File: src/rtl/pp_acc_seq.sv
// Sequential Baugh-Wooley partial-product accumulator: sums one DW-bit row per
// cycle into a 2*DW-bit accumulator and returns the signed product over valid/ready.
//
// state  | meaning
// S_IDLE | waiting for a partial-product bus, pp_rdy high
// S_ACC  | adding row k (shifted by k) into the accumulator, one row per cycle
// S_DONE | product held on prod with prod_vld high until prod_rdy
module pp_acc_seq #(
   parameter int DW = 8
) (
   input  logic               clk,
   input  logic               rst_n,
   input  logic               pp_vld,
   output logic               pp_rdy,
   input  logic [DW*DW-1:0]   pp,
   input  logic               flush,
   output logic               prod_vld,
   input  logic               prod_rdy,
   output logic [2*DW-1:0]    prod,
   output logic               busy
);

   localparam int KW = (DW > 1) ? $clog2(DW) : 1;
   // 2^(2DW-1) + 2^DW: the Baugh-Wooley correction terms, preloaded on accept
   localparam logic [2*DW-1:0] C_BW = {1'b1, {(DW-2){1'b0}}, 1'b1, {DW{1'b0}}};

   typedef enum logic [1:0] {
      S_IDLE = 2'd0,
      S_ACC  = 2'd1,
      S_DONE = 2'd2
   } state_t;

   state_t             r_state;
   state_t             w_state_nxt;
   logic [DW*DW-1:0]   r_rows;
   logic [2*DW-1:0]    r_acc;
   logic [KW-1:0]      r_k;
   logic               w_accept;
   logic               w_last;
   logic [2*DW-1:0]    w_addend;

   // flush blocks the accept so nothing is latched in the flush cycle
   assign w_accept = (r_state == S_IDLE) && pp_vld && !flush;
   assign w_last   = (r_k == KW'(DW-1));
   assign w_addend = {{DW{1'b0}}, r_rows[DW*r_k +: DW]} << r_k;

   always_comb begin
      w_state_nxt = r_state;
      case (r_state)
         S_IDLE:  if (w_accept) w_state_nxt = S_ACC;
         S_ACC:   if (w_last)   w_state_nxt = S_DONE;
         S_DONE:  if (prod_rdy) w_state_nxt = S_IDLE;
         default: w_state_nxt = S_IDLE;
      endcase
      if (flush) w_state_nxt = S_IDLE;
   end

   always_ff @(posedge clk or negedge rst_n) begin
      if (!rst_n) r_state <= S_IDLE;
      else        r_state <= w_state_nxt;
   end

   // carries out of the top bit are dropped on purpose; the correction terms rely on it
   always_ff @(posedge clk or negedge rst_n) begin
      if (!rst_n) begin
         r_rows <= '0;
         r_acc  <= '0;
         r_k    <= '0;
      end else if (w_accept) begin
         r_rows <= pp;
         r_acc  <= C_BW;
         r_k    <= '0;
      end else if ((r_state == S_ACC) && !flush) begin
         r_acc  <= r_acc + w_addend;
         r_k    <= r_k + KW'(1);
      end
   end

   assign pp_rdy   = (r_state == S_IDLE);
   assign busy     = (r_state == S_ACC);
   assign prod_vld = (r_state == S_DONE);
   assign prod     = prod_vld ? r_acc : '0;

endmodule
File: config.mk
export PLATFORM = sky130hd
export DESIGN_NAME = pp_acc_seq
export DESIGN_NICKNAME = d
export VERILOG_FILES = /design/src/rtl/pp_acc_seq.sv
export SDC_FILE = /design/constraint.sdc
export NUM_CORES = 1
export LEC_CHECK = 0
export BUFFER_PORTS_ARGS = -buffer_cell sky130_fd_sc_hd__buf_2
export CORE_MARGIN = 4
export CORE_UTILIZATION = 38
export CTS_CLUSTER_SIZE = 8
export DETAILED_ROUTE_END_ITERATION = 12
export PLACE_DENSITY = 0.68
export SLEW_MARGIN = 20
export SYNTH_ARGS = -nofsm -noshare
export SYNTH_HDL_FRONTEND = slang
export SYNTH_SLANG_ARGS = --single-unit
File: constraint.sdc
create_clock -name clk -period 3.85 [get_ports clk]
set_input_delay 0.385 -clock clk [delete_from_list [all_inputs] [get_ports clk]]
set_output_delay 0.385 -clock clk [all_outputs]
set_load 0.1 [all_outputs]
==> results of run 1 <==
[flip-flops by register name, indices dropped and copies added (netlist names)]
signal / flops
r_rows: 64
r_acc: 16
r_state: 2
r_k: 3
[per-stage QoR]
step                      area (um2)   util  setup slack, ns  power (mW)
after floorplan                 4650      -            0.608        2.36
after global placement          5220  0.435            0.416        2.63
after detailed placement        5220  0.435            0.322        2.69
after CTS                       5510  0.458            0.301        3.52
after global routing            5510  0.459            0.100        3.74
final                           5510  0.459            0.313        3.50
[final cells by class]
cell class                 instances  area share
sequential                        85       0.386
tap                              147      0.0334
clock inverter                     4     0.00545
timing repair buffer              94      0.0919
multi-input combinational        288       0.430
inverter                          10     0.00681
clock buffer                      12      0.0465
[cells in the final DEF, fill, tap and decap left out, types with 7 or more instances in the layout]
| cell type | instances |
|---|---|
| a21oi_1 | 20 |
| mux4_2 | 10 |
| clkbuf_16 | 9 |
| mux2_2 | 70 |
| and2_1 | 17 |
| xnor2_1 | 7 |
| ha_1 | 17 |
| dfrtp_1 | 85 |
| buf_2 | 86 |
| nand3_1 | 11 |
| inv_1 | 8 |
| o21ai_0 | 18 |
| nand2_1 | 29 |
| mux2i_1 | 8 |
| nor2_1 | 20 |
[kinds of logic (layout without fill, tap and decap cells)]
group / count (synthesis) / count (layout)
and+or+nand+nor: 102 / 102
muxes: 89 / 89
DFF: 85 / 85
AOI/OAI and AO/OA: 70 / 70
buffers and inverters: 32 / 120
adders and majority gates: 18 / 18
xor gates and xnor gates: 9 / 9
[routing by layer]
metal / up-vias / global-route usage / routed length (um)
li1: 1628 / - / -
met1: 1619 / 0.200 / 4780
met2: 95 / 0.248 / 4990
met3: 19 / 0.0416 / 590
met4: 6 / 0.0478 / 155
met5: - / 0 / 45
[worst max-delay path, cell delays in order (launching register included)]
cell      delay, ns
dfrtp_1        0.58
mux4_2         0.55
mux2_2         0.29
nor2b_1        0.15
a21o_1         0.20
ha_1           0.39
inv_2          0.08
or4_4          0.54
o221ai_2       0.23
nand3_2        0.11
mux2_4         0.30
[power by group through the flow]
| stage | combinational [mW] | sequential [mW] | clock [mW] |
|---|---|---|---|
| after floorplan | 1.15 | 1.20 | 0 |
| after global placement | 1.34 | 1.29 | 0 |
| after detailed placement | 1.39 | 1.29 | 0 |
| after CTS | 1.40 | 1.28 | 0.845 |
| after global routing | 1.56 | 1.31 | 0.882 |
| final | 1.40 | 1.28 | 0.828 |
[path summary, 6_finish.rpt]
path	endpoint	slack [ns]	depth (start not counted)
worst max-delay path	r_acc[13]	0.31	10
worst min-delay path	r_rows[56]	0.08	1
worst max register to register	r_acc[13]	0.31	10
worst min register to register	r_acc[15]	0.49	1
max in group asynchronous	r_acc[8]	3.21	1
min in group clk	r_state[1]	0.24	2
==> results.py, run 1 <==
metrics = {
    "die": {
        "fp.dieH_um": 119,
        "initial_core_util": 0.387,
        "core_um2": 12000,
        "die_area_um2": 14100,
        "die_w_um": 119,
        "rows": 40,
        "io_pins": 88,
    },
    "cells_and_area": {
        "fill_cells": 1120,
        "seqCellArea_um2": 2130,
        "stdcell_count": 640,
        "area_growth_pct": 18.5,
        "multi_input_area_um2": 2370,
        "drive_gt1_frac": 0.404,
        "diodes": 0,
        "final_nets": 575,
    },
    "synth": {
        "synth-adder-area-share": 0.0500,
        "syn_area_per_cell_um2": 11.5,
        "synthXorXnorAreaFrac": 0.0169,
        "yosys-top-cells-area": "dfrtp_1 (46%), mux2_2 (17%), mux4_2 (4.8%), ha_1 (4.6%), nand2_1 (2.3%)",
        "synth_edf_count": 0,
        "synthSimpleGateAreaFrac": 0.111,
        "ys_ff_latch": 85,
        "yosys.area.top_type": "dfrtp_1",
        "synth.most_common_cell": "dfrtp_1",
        "seq_area_frac_synth": 0.457,
        "syn-num-nets": 492,
        "synth_top_family_by_area": "multiplexers",
        "synthArstFlopShare": 1.00,
        "synth.distinct_cells": 52,
        "muxShareOfSynthArea": 0.238,
        "synth_top_area_frac": 0.457,
        "netlist_area_um2": 4650,
        "ys.flop_type": "dfrtp_1",
        "synth_compound_area_frac": 0.0912,
        "synth_common_cells": "dfrtp_1 (85), mux2_2 (70), nand2_1 (29)",
        "yosys_warnings": 0,
        "synthesis.instances": 405,
    },
    "timing": {
        "rsz0062_at_grt": "false",
        "relSlewSlack": 0.456,
        "finalMaxSlewViolations": 0,
        "final.period_utilization": 0.919,
        "setup_viol": 0,
        "tns_ns": 0,
        "finalCriticalPeriod_ns": 3.54,
        "fin_worst_skew_ns": 0.00748,
        "fmax_mhz": 283,
        "worst_pin_slew_ns": 0.812,
        "hold_viol_final": 0,
        "hold_ws_ns": 0.0753,
    },
    "clock_tree": {
        "clock_latency_ns": 0.34,
        "tritoncts": "built",
        "hold_buffers": 0,
        "root_buffer": "clkbuf_16",
        "cts_max_level": 3,
        "cts_buffers": 9,
        "cts_sinks": 85,
        "clockBufferDepth": 2,
        "cts_setup_buffers": 0,
        "ctsResizeCount": 0,
        "path_clk_slew_ns": 0.06,
    },
    "pwr": {
        "clkPwrFrac": 0.236,
        "internal_power_mw": 2.25,
        "power_density_nw_per_um2": 635,
        "ir_drop_v": 0.000294,
        "comb_power_share": 0.399,
        "p_switching_mw": 1.25,
        "p_leak_nw": 2.47,
        "p_sw_frac": 0.357,
        "p_seq_frac": 0.364,
    },
    "critical_path": {
        "reg2reg_from": "r_k[1]",
        "arrival_ns": 3.76,
        "criticalPathCategory": "flip-flop to flip-flop",
        "worst_setup_path_start_kind": "flip-flop",
        "cp.required_ns": 4.07,
        "worst-path-max-fanout": 9,
        "critPathLaunch": "r_k[1]",
        "cp-end-kind": "flip-flop",
    },
    "routing": {
        "dr_total_vias": 3367,
        "wl_mm": 10.6,
        "via_per_inst": 5.26,
        "wire_per_inst_um": 16.5,
        "drt_iter0_drc": 182,
        "dr.pass1.iters": 4,
        "drc": 0,
        "ant_nets": 0,
    },
    "place": {
        "hpwlAfterDp_mm": 7.99,
        "place_congestion": 0.923,
        "port_buffers": 87,
        "dp_cells": 624,
    },
    "outcome": {
        "outcome": "finished, final reports clean",
    },
    "worst_hold_path": {
        "min_path_type": "primary input to async pin",
    },
    "grt": {
        "grt_pass1_wl_mm": 17.5,
        "grt_max_degree": 86,
        "antenna_found_initial": 3,
        "track_usage": 0.153,
        "grt-ovfl-total": 0,
        "grt_pass1_vias": 3523,
    },
    "flow_run": {
        "drv_cap": 0,
    },
}
No activity file was read; power rests on OpenSTA's default activity.
==> inputs of run 2 (changes only) <==
- REMOVE_ABC_BUFFERS: default -> 1
==> results.py, run 2 (synthesis gave the netlist of run 1 again) <==
metrics = {
    "outcome": {
        "outcome": "finished, final reports clean",
    },
    "clock_tree": {
        "path_clk_slew_ns": 0.06,
        "ctsResizeCount": 0,
        "cts_max_level": 3,
        "root_buffer": "clkbuf_16",
        "cts_setup_buffers": 0,
        "clock_latency_ns": 0.34,
        "cts_buffers": 9,
        "clockBufferDepth": 2,
        "hold_buffers": 0,
        "tritoncts": "built",
        "cts_sinks": 85,
    },
    "die": {
        "core_um2": 12000,
        "die_area_um2": 14100,
        "io_pins": 88,
        "die_w_um": 119,
        "fp.dieH_um": 119,
        "initial_core_util": 0.387,
        "rows": 40,
    },
    "cells_and_area": {
        "final_common_cell": "buf_2",
        "fill_cells": 1128,
        "stdcell_count": 640,
        "reg_top3": "r_rows (64), r_acc (16), r_k (3)",
        "top_register": "r_rows",
        "final_area_um2": 5510,
        "final_nets": 575,
        "drive_gt1_frac": 0.400,
        "area_growth_pct": 18.4,
        "diodes": 0,
        "final_cell_mix": "buf_2 (86), dfrtp_1 (85), mux2_2 (70)",
        "seqCellArea_um2": 2130,
        "multi_input_area_um2": 2370,
        "utilization": 0.458,
        "largest_reg_flops": 64,
    },
    "critical_path": {
        "crit_chain": "mux4_2 -> mux2_2 -> nor2b_1 -> a21o_1 -> ha_1 -> inv_2 -> or4_4 -> o221ai_2 -> nand3_2 -> mux2_4",
        "worst_setup_path_start_kind": "flip-flop",
        "arrival_ns": 3.65,
        "critPathMaxStageDelay_ns": 0.53,
        "worst-path-max-fanout": 6,
        "path_delay_family": "multiplexers",
        "path_buf_inv": 1,
        "cp_slowest_cell": "mux4_2",
        "cp-end-kind": "flip-flop",
        "criticalPathCategory": "flip-flop to flip-flop",
        "cp.required_ns": 4.07,
    },
    "pwr": {
        "clkPwrFrac": 0.246,
        "p_switching_mw": 1.21,
        "ir_drop_v": 0.000231,
        "internal_power_mw": 2.29,
        "power_density_nw_per_um2": 635,
        "comb_power_share": 0.398,
        "p_leak_nw": 2.47,
        "p_sw_frac": 0.346,
        "p_seq_frac": 0.355,
    },
    "timing": {
        "rsz0062_at_grt": "false",
        "worst_pin_slew_ns": 0.894,
        "finalMaxSlewViolations": 0,
        "finalCriticalPeriod_ns": 3.42,
        "hold_ws_ns": 0.0701,
        "fmax_mhz": 292,
        "setup_viol": 0,
        "fin_worst_skew_ns": 0.00657,
        "relSlewSlack": 0.402,
        "final.period_utilization": 0.889,
        "hold_viol_final": 0,
    },
    "routing": {
        "drc": 0,
        "wire_per_inst_um": 16.1,
        "dr.pass1.iters": 4,
        "ant_nets": 0,
        "dr_total_vias": 3398,
        "via_per_inst": 5.31,
        "drt_iter0_drc": 161,
        "wl_mm": 10.3,
    },
    "grt": {
        "grt-busiest-layer": "met2",
        "grt_pass1_vias": 3585,
        "antenna_found_initial": 0,
        "grt_pass1_wl_mm": 17.6,
        "grt-ovfl-total": 0,
        "use_met2": 0.241,
        "met3_usage": 0.0359,
        "grt_max_degree": 86,
        "track_usage": 0.154,
        "grt_use_met1": 0.212,
    },
    "flow_run": {
        "drv_cap": 0,
    },
    "place": {
        "dp_cells": 624,
        "port_buffers": 87,
        "hpwlAfterDp_mm": 7.56,
        "place_area_um2": 5210,
        "place_congestion": 0.941,
    },
    "worst_hold_path": {
        "min_path_type": "primary input to async pin",
    },
}
[run 2: final timing paths]
| check | from | to | slack [ns] | cells after the start |
|---|---|---|---|---|
| max reg2reg | r_k[1] | r_acc[13] | 0.43 | 10 |
| max in group asynchronous | rst_n | r_acc[10] | 3.20 | 1 |
| min in group clk | flush | r_state[1] | 0.25 | 2 |
| min reg2reg | r_acc[15] | r_acc[15] | 0.48 | 1 |
| min | rst_n | r_rows[0] | 0.07 | 1 |
| max | r_k[1] | r_acc[13] | 0.43 | 10 |
[run 2: metrics by stage]
stage / setup TNS (ns) / power (mW) / setup slack (ns)
after CTS: 0 / 3.53 / 0.416
final: 0 / 3.50 / 0.428
after floorplan: -420.06 / 2.31 / -6.21
after detailed placement: 0 / 2.66 / 0.446
after global placement: 0 / 2.63 / 0.461
after global routing: 0 / 3.77 / 0.268
[run 2: layout make-up]
type	count	share of cell area
sequential	85	0.386
tap	147	0.0334
clock inverter	4	0.00864
inverter	10	0.00682
clock buffer	12	0.0448
multi-input combinational	288	0.430
timing repair buffer	94	0.0898
[run 2: layer usage]
layer	wire length (um)	vias to the layer above
met5	0	-
met4	172	0
met3	481	15
met2	4760	75
met1	4870	1681
li1	-	1627
[run 2: power by group through the flow]
| stage | clock network, mW | registers (mW) | logic (mW) |
|---|---|---|---|
| floorplan | 0 | 1.26 | 1.05 |
| global placement | 0 | 1.26 | 1.38 |
| detailed placement | 0 | 1.26 | 1.39 |
| CTS | 0.879 | 1.25 | 1.41 |
| global route | 0.918 | 1.28 | 1.57 |
| finish | 0.861 | 1.24 | 1.39 |
